$ cat src/rtl/servo_ramp.sv
// servo_ramp -- slew-rate-limited angle sequencer feeding the SG90 servo driver.
//
// Accepts a target angle over a valid/ready handshake, clamps it to MAX_ANGLE,
// then walks angle_raw toward it by STEP degrees per 1 kHz sample tick. Once
// the target is reached it holds for DWELL ticks and pulses done for one clk.
//
// Optional feature macro: SERVO_SWEEP_EN
//   When defined, a sweep input exists. While sweep=1 the block ignores the
//   handshake and ping-pongs between MAX_ANGLE and 0 on its own.
//
// Ports
//   clk        in   system clock
//   nrst       in   asynchronous reset, active low
//   clk_1khz   in   sample tick source, asynchronous to clk
//   tgt_valid  in   target command valid
//   tgt_ready  out  block can accept a command (IDLE only)
//   tgt_angle  in   [7:0] requested angle in degrees
//   angle_raw  out  [7:0] current commanded angle, registered
//   busy       out  high while ramping or settling
//   done       out  one-clk pulse when the dwell period completes
//   sweep      in   autonomous sweep request (SERVO_SWEEP_EN only)

module servo_ramp #(
  parameter int unsigned MAX_ANGLE  = 180,
  parameter int unsigned STEP       = 1,
  parameter int unsigned DWELL      = 500,
  parameter int unsigned INIT_ANGLE = 90
) (
  input  logic       clk,
  input  logic       nrst,
  input  logic       clk_1khz,
  input  logic       tgt_valid,
  output logic       tgt_ready,
  input  logic [7:0] tgt_angle,
  output logic [7:0] angle_raw,
  output logic       busy,
  output logic       done
`ifdef SERVO_SWEEP_EN
  ,
  input  logic       sweep
`endif
);

  localparam int unsigned CNT_W = (DWELL > 0) ? $clog2(DWELL + 1) : 1;

  localparam logic [7:0]       MAX_C   = 8'(MAX_ANGLE);
  localparam logic [7:0]       INIT_C  = 8'(INIT_ANGLE);
  localparam logic [7:0]       STEP_8  = 8'(STEP);
  localparam logic [8:0]       STEP_9  = 9'(STEP);
  localparam logic [CNT_W-1:0] DWELL_C = CNT_W'(DWELL);

  typedef enum logic [1:0] {
    IDLE,
    RAMP,
    SETTLE
  } state_t;

  state_t           state_q, state_d;
  logic [7:0]       angle_q, angle_d;
  logic [7:0]       tgt_q, tgt_d;
  logic [CNT_W-1:0] cnt_q, cnt_d;

  // Two synchroniser flops plus one history flop for edge detection.
  logic [2:0] sync_q;
  logic       tick_p;

  logic [7:0] clamp_in;
  logic       accept;
  logic [8:0] diff;
  logic [8:0] diff_abs;

`ifdef SERVO_SWEEP_EN
  logic sweep_hi_q, sweep_hi_d;
`endif

  // ------------------------------------------------------------------
  // Tick synchroniser and rising-edge detector
  // ------------------------------------------------------------------
  always_ff @(posedge clk or negedge nrst) begin
    if (!nrst) begin
      sync_q <= '0;
    end else begin
      sync_q <= {sync_q[1:0], clk_1khz};
    end
  end

  assign tick_p = sync_q[1] & ~sync_q[2];

  // ------------------------------------------------------------------
  // Handshake and status
  // ------------------------------------------------------------------
`ifdef SERVO_SWEEP_EN
  assign tgt_ready = (state_q == IDLE) && !sweep;
`else
  assign tgt_ready = (state_q == IDLE);
`endif

  assign accept    = tgt_valid & tgt_ready;
  assign clamp_in  = (tgt_angle > MAX_C) ? MAX_C : tgt_angle;
  assign busy      = (state_q != IDLE);
  // Decoded from registered state so that done is high while still in
  // SETTLE; a command offered alongside done therefore sees tgt_ready=0.
  assign done      = (state_q == SETTLE) && (cnt_q == DWELL_C);
  assign angle_raw = angle_q;

  // 9-bit two's-complement distance to target; bit 8 is the sign.
  assign diff     = {1'b0, tgt_q} - {1'b0, angle_q};
  assign diff_abs = diff[8] ? (9'd0 - diff) : diff;

  // ------------------------------------------------------------------
  // State register
  // ------------------------------------------------------------------
  always_ff @(posedge clk or negedge nrst) begin
    if (!nrst) begin
      state_q <= IDLE;
      angle_q <= INIT_C;
      tgt_q   <= INIT_C;
      cnt_q   <= '0;
`ifdef SERVO_SWEEP_EN
      sweep_hi_q <= 1'b1;
`endif
    end else begin
      state_q <= state_d;
      angle_q <= angle_d;
      tgt_q   <= tgt_d;
      cnt_q   <= cnt_d;
`ifdef SERVO_SWEEP_EN
      sweep_hi_q <= sweep_hi_d;
`endif
    end
  end

  // ------------------------------------------------------------------
  // Next-state logic
  // ------------------------------------------------------------------
  always_comb begin
    state_d = state_q;
    angle_d = angle_q;
    tgt_d   = tgt_q;
    cnt_d   = cnt_q;
`ifdef SERVO_SWEEP_EN
    sweep_hi_d = sweep_hi_q;
`endif

    unique case (state_q)
      IDLE: begin
        // Ticks arriving in IDLE (including the acceptance cycle) are ignored.
`ifdef SERVO_SWEEP_EN
        if (sweep) begin
          tgt_d      = sweep_hi_q ? MAX_C : 8'd0;
          sweep_hi_d = ~sweep_hi_q;
          state_d    = RAMP;
        end else
`endif
        if (accept) begin
          tgt_d = clamp_in;
          if (clamp_in == angle_q) begin
            state_d = SETTLE;
            cnt_d   = '0;
          end else begin
            state_d = RAMP;
          end
        end
      end

      RAMP: begin
        if (tick_p) begin
          // Snapping to target when within one step prevents overshoot,
          // so angle_raw can never leave [0, MAX_ANGLE] or wrap.
          if (diff_abs <= STEP_9) begin
            angle_d = tgt_q;
            state_d = SETTLE;
            cnt_d   = '0;
          end else if (diff[8]) begin
            angle_d = angle_q - STEP_8;
          end else begin
            angle_d = angle_q + STEP_8;
          end
        end
      end

      SETTLE: begin
        if (cnt_q == DWELL_C) begin
          state_d = IDLE;
        end else if (tick_p) begin
          cnt_d = cnt_q + 1'b1;
        end
      end

      default: begin
        state_d = IDLE;
      end
    endcase
  end

endmodule
$ cat config.mk
export PLATFORM = sky130hd
export DESIGN_NAME = servo_ramp
export DESIGN_NICKNAME = d
export VERILOG_FILES = /design/src/rtl/servo_ramp.sv
export SDC_FILE = /design/constraint.sdc
export NUM_CORES = 1
export LEC_CHECK = 0
export ABC_AREA = 1
export CAP_MARGIN = 10
export CORE_UTILIZATION = 35
export DETAILED_ROUTE_END_ITERATION = 16
export GPL_ROUTABILITY_DRIVEN = 1
export PLACE_DENSITY = 0.64
export SETUP_SLACK_MARGIN = 0.1
export SYNTH_ARGS = -nofsm -noshare
export SYNTH_HDL_FRONTEND = slang
export SYNTH_SLANG_ARGS = --single-unit
$ cat constraint.sdc
create_clock -name clk -period 3.2 [get_ports clk]
set_clock_uncertainty 0.2 [all_clocks]
set_input_delay 0.64 -clock clk [delete_from_list [all_inputs] [get_ports clk]]
set_output_delay 0.64 -clock clk [all_outputs]
set_load 0.05 [all_outputs]
Word level (Yosys, flattened, before mapping)
Cells that the tools add are included.
W data, S select, Z words.
{"block": "word_totals", "wordCells": 51, "reg_bits": 30}
{"block": "classes", "bitwise": 3, "n_reduce_logical": 8, "n_eq_ne": 11, "n_addsub": 5, "mux": 17, "n_lt_le_gt_ge": 2}
{"op": "$mux W9", "count": 7}
{"op": "$pmux W9 S3", "count": 1}
{"op": "$mux W8", "count": 3}
{"op": "$mux W2", "count": 5}
{"op": "$add A9 B1 Y9 const B", "count": 1}
{"op": "$eq A9 B9 Y1 const B", "count": 1}
{"op": "$le A9 B1 Y1 const B", "count": 1}
{"op": "$sub A1 B9 Y9 const A", "count": 1}
{"op": "$sub A8 B8 Y9", "count": 1}
{"op": "$add A8 B1 Y8 const B", "count": 1}
{"op": "$eq A8 B8 Y1", "count": 1}
{"op": "$gt A8 B8 Y1 const B", "count": 1}
{"op": "$ne A2 B2 Y1 const B", "count": 4}
{"op": "$sub A8 B1 Y8 const B", "count": 1}
{"op": "$reduce_and A7 Y1", "count": 1}
{"op": "$ne A2 B1 Y1 const B", "count": 3}
{"op": "$pmux W2 S3", "count": 1}
{"op": "$reduce_and A2 Y1", "count": 2}
{"op": "$reduce_and A4 Y1", "count": 1}
{"op": "$reduce_bool A3 Y1", "count": 1}
{"op": "$and A1 B1 Y1", "count": 2}
{"op": "$eq A2 B1 Y1 const B", "count": 1}
{"op": "$eq A2 B2 Y1 const B", "count": 1}
{"op": "$logic_not A2 Y1", "count": 1}
{"op": "3 further kinds", "count": 3}

Logic depth before layout (Yosys ltp)
{"block": "logic_depth", "word_depth": 7, "mapped_depth": 19, "mapped_depth_nobuf": 19}

Worst setup path after synthesis
OpenSTA, ideal clock, no wires.
{"block": "synth_timing", "kind": "register to register", "startpoint": "reg angle_q[0], in the netlist angle_raw[0]", "endpoint": "reg angle_q[6], in the netlist angle_raw[6]", "required_ns": 2.921, "arrival_ns": 3.154, "path_stages_with_launch": 18, "path_slack_ns": -0.233, "period_less_slack_ns": 3.433, "path_cell_list": "dfrtp_1 -> ha_1 -> inv_1 -> fa_1 -> nand3_2 -> nand2_2 -> nand3_2 -> nand2_4 -> inv_2 -> ha_1 -> a21oi_1 -> o21ai_0 -> a21oi_1 -> o21bai_1 -> or2_2 -> nand3_1 -> nand2_1 -> o21ai_0"}
{"block": "synth_between", "elab_chain_len": 5, "elab_cells_between_ends": 8, "classes_between": "add/sub (4); order compare (1); mux (3)"}
{"element": "start, declared", "line": "59", "text": "logic [7:0] angle_q, angle_d;"}
{"element": "start signal, assigned", "line": "124", "text": "angle_q <= angle_d;"}
{"element": "$sub A8 B8 Y9", "line": "107", "text": "assign diff = {1'b0, tgt_q} - {1'b0, angle_q};"}
{"element": "$sub A1 B9 Y9", "line": "108", "text": "assign diff_abs = diff[8] ? (9'd0 - diff) : diff;"}
{"element": "$mux W9", "line": "108"}
{"element": "$le A9 B1 Y1", "line": "170", "text": "if (diff_abs <= STEP_9) begin"}
{"element": "$mux W8 (*)", "line": "170"}
Mark *: on every way between the ends. The rest lies on a longest branch, timed or not.
A chain may end at the register's enable or synchronous reset.

Worst setup path in the final report
{"block": "layout_timing", "startpoint": "reg tgt_q[0]", "endpoint": "reg angle_q[6], in the netlist angle_raw[6]"}
{"block": "layout_between", "elab_chain_len": 5, "elab_cells_between_ends": 6, "classes_between": "add/sub (2); order compare (1); mux (3)"}
{"element": "start, declared", "line": "60", "text": "logic [7:0] tgt_q, tgt_d;"}
{"element": "start signal, assigned", "line": "125", "text": "tgt_q <= tgt_d;"}
{"element": "$sub A8 B8 Y9 (*)", "line": "107"}
{"element": "$sub A1 B9 Y9", "line": "108"}
{"element": "$mux W9", "line": "108"}
{"element": "$le A9 B1 Y1", "line": "170"}
{"element": "$mux W8 (*)", "line": "170"}
Marked as above.

==> parameters.txt <==
Parameter                              Value

Timing
  Total of endpoints with negative setup slack in the final report    0
  Total count of max-transition violations in the final report    0
  Slew HR    64.9%
  Final critical-path share of the clock period    between 90% and 100%
  RSZ-0062 raised after global routing    yes
  Total negative setup slack    0 ns
  Worst Tran Pin Value    0.525 ns
  Final hold vios    0
  Max Fclk    0.324 GHz
  Min Clock Period, post-route    3.09 ns

Synthesis
  Register bit total from synthesis    30
  Distinct cell type count of the synthesized netlist    38
  Proportion of register bits with asynchronous set or reset after synthesis    between 90% and 100%
  Cell taking the most area after synthesis    sky130_fd_sc_hd__dfrtp_1
  Synth warnings    0
  Seq/Total Area, Yosys    ~28%
  Number of nets produced by synthesis    roughly 420
  Area of the mapped netlist    about 2700 sq um
  Post-synthesis cell count    slightly below 400
  Main synth FF type    sky130_fd_sc_hd__dfrtp_1
  Synthesized area per cell    between 6 and 7 sq um
  Dominant cells by area after synthesis    sky130_fd_sc_hd__dfrtp_1 20%, sky130_fd_sc_hd__nand2_1 16%, sky130_fd_sc_hd__ha_1 7.9%
  Post-synth EDFFs    0
  Top-area cell type share of the netlist area    between 20% and 30%

Die
  I/O Pins    23
  Initial core utilization    36.6%
  Floorplan Core Area    around 7300 sq um
  Die extent in y    about 90 um
  Die area    ~8000 sq um
  Row Count    31
  DIE WIDTH    around 90 um

Routing
  Final wirelength    between 6000 and 7000 um
  Detailed Route Iter0 Violations    between 80 and 90
  Number of nets with antenna violations after routing    0
  Detailed-route vias per instance    between 4 and 5
  Residual DRC count    0
  Routed wirelength normalized by instance count    ~13 um
  Total via count after detailed routing    about 2600
  Count of TritonRoute iterations in the first routing pass    4

Setup path
  Peak fanout along the critical path    5
  CP Launch Type    register
  Worst endpoint required time    3.21 ns
  Endpoint class of the critical path    register
  Arrival time of data at the critical path endpoint    3.10 ns
  Startpoint-to-endpoint class of the critical path    register to register

Placed design
  Count of input and output buffers    22
  Post-detail-place hpwl    between 5000 and 6000 um
  Final weighted congestion in routability-driven placement    about 0.8
  Number of cells in the design after placement    514

Clock tree
  TritonCTS clock tree    yes
  Number of sinks on the clock net    30
  Number of H-tree branching levels    2
  Worst-skew pair later-pin latency    0.28 ns
  CTS Buf Count    5
  Clock tree root driver cell    sky130_fd_sc_hd__clkbuf_8
  Quantity of hold-fixing buffers added after cts    0
  CTS clock-pin slew for the worst setup and hold paths    approximately 0.06 ns
  Buffer levels on the longest clock path    2

Cells and area
  Most common library cell in the layout ignoring fill and taps    sky130_fd_sc_hd__nand2_1
  Fin cells    ~530
  Number of antenna repair diodes    0
  Growth of design area from synthesis to finish    24.8%
  Fin nets    between 400 and 500
  Commonest cells after routing, fill and taps aside    118 x sky130_fd_sc_hd__nand2_1, 52 x sky130_fd_sc_hd__inv_1, 38 x sky130_fd_sc_hd__nor2_1
  Layout cells sized above 1    18.4%
  Utilization after layout    45.7%

Hold path
  Worst Hold Class    register to register

GRT
  Wire length of the first global-routing pass    roughly 11000 um
  Congestion Overflow GR    0
  GRT Overall Usage    about 18%
  Vias in the first global route    2376
  Maximum number of pins on one net before global-route repair    31
  Number of antenna violations at the first check in global routing    0

Status
  Outcome    finished clean

Run
  Max Cap Viol    0
==> worst paths after layout <==
path,slack (ns),end,cells past startpoint,from
worst max-delay path,0.11,angle_raw[6],18,tgt_q[0]
max in group asynchronous,1.92,tgt_q[4],2,nrst
worst min register to register,0.16,sync_q[1],0,sync_q[0]
worst max register to register,0.11,angle_raw[6],18,tgt_q[0]
worst min-delay path,0.16,sync_q[1],0,sync_q[0]
min in group asynchronous,0.54,tgt_q[2],2,nrst
==> worst max-delay path, stage by stage (launching register included) <==
cell	delay (ns)
sky130_fd_sc_hd__dfrtp_1	0.41
sky130_fd_sc_hd__inv_2	0.08
sky130_fd_sc_hd__ha_4	0.11
sky130_fd_sc_hd__inv_1	0.06
sky130_fd_sc_hd__fa_2	0.36
sky130_fd_sc_hd__nand3_2	0.10
sky130_fd_sc_hd__nand2_2	0.08
sky130_fd_sc_hd__nand3_2	0.09
sky130_fd_sc_hd__nand2_4	0.09
sky130_fd_sc_hd__inv_8	0.08
sky130_fd_sc_hd__ha_4	0.21
sky130_fd_sc_hd__a21oi_1	0.17
sky130_fd_sc_hd__o21ai_1	0.11
sky130_fd_sc_hd__a21oi_1	0.20
sky130_fd_sc_hd__o21bai_1	0.10
sky130_fd_sc_hd__or2_2	0.28
sky130_fd_sc_hd__nand3_1	0.08
sky130_fd_sc_hd__nand2_1	0.05
sky130_fd_sc_hd__o21ai_1	0.16
==> repair_timing <==
item                                    4_1_cts  5_1_grt
pin swaps                                     1        5
buffers inserted                              2       10
resized for setup                             1       17
endpoints found under the setup margin        2       20
==> cells by family after synthesis <==
group / after synthesis / synth area share (%)
buffers and inverters: 65 / 10.5
adders and majority gates: 19 / 9.41
AOI/OAI and AO/OA: 39 / 8.66
and+or+nand+nor: 223 / 37.6
xor gates and xnor gates: 16 / 5.50
DFF: 30 / 28.3
==> stage by stage <==
stage	hold WS [ns]	instance area (sq um)	worst slack, ns
finish	0.163	3350	0.114
global route	0.176	3350	-0.0607
CTS	0.164	3180	0.113
detailed placement	0.149	3090	0.000707
global placement	0.135	3090	0.116
floorplan	0.131	2740	0.112
==> layout make-up <==
| class | count | area, sq um |
|---|---|---|
| Inverter | 57 | 221 |
| Tap cell | 99 | 124 |
| Clock buffer | 6 | 72.6 |
| Sequential cell | 30 | 764 |
| Multi-Input combinational cell | 297 | 1760 |
| Timing Repair Buffer | 43 | 397 |
| Fill cell | 737 | 3980 |
| Clock inverter | 2 | 10.0 |
==> flip-flops by register name, indices dropped and copies added, names as in the netlist <==
signal and cells:
angle_raw 8, sync_q 3, cnt_q 9, state_q 2, tgt_q 8
==> cell usage after synthesis, types with 2 or more instances <==
cell / instances
sky130_fd_sc_hd__dfrtp_1: 22
sky130_fd_sc_hd__ha_1: 17
sky130_fd_sc_hd__o21ai_0: 10
sky130_fd_sc_hd__nand3b_1: 3
sky130_fd_sc_hd__inv_1: 54
sky130_fd_sc_hd__dfstp_2: 8
sky130_fd_sc_hd__inv_2: 2
sky130_fd_sc_hd__xnor2_1: 5
sky130_fd_sc_hd__fa_1: 2
sky130_fd_sc_hd__o22ai_1: 2
sky130_fd_sc_hd__nand3_2: 6
sky130_fd_sc_hd__nand4_1: 15
sky130_fd_sc_hd__o21bai_1: 3
sky130_fd_sc_hd__o21ai_1: 3
sky130_fd_sc_hd__a21oi_2: 2
sky130_fd_sc_hd__a21oi_1: 13
sky130_fd_sc_hd__buf_6: 4
sky130_fd_sc_hd__nand2_1: 118
sky130_fd_sc_hd__nor2_2: 4
sky130_fd_sc_hd__nand2_2: 8
sky130_fd_sc_hd__a31oi_1: 3
sky130_fd_sc_hd__buf_4: 2
sky130_fd_sc_hd__nand3_1: 25
sky130_fd_sc_hd__nor2_1: 38
sky130_fd_sc_hd__xor2_1: 10
==> layer usage <==
layer / vias up / track usage [%] / wire length [um]
met5: - / 0 / 0
met4: 0 / 5.63 / 119
li1: 1332 / - / -
met2: 40 / 28.9 / 3200
met3: 10 / 3.47 / 198
met1: 1190 / 23.8 / 3380
Power is left out: the tool's default activity adds up to more than one toggle a clock period on the data nets, which glitch-free logic cannot reach.
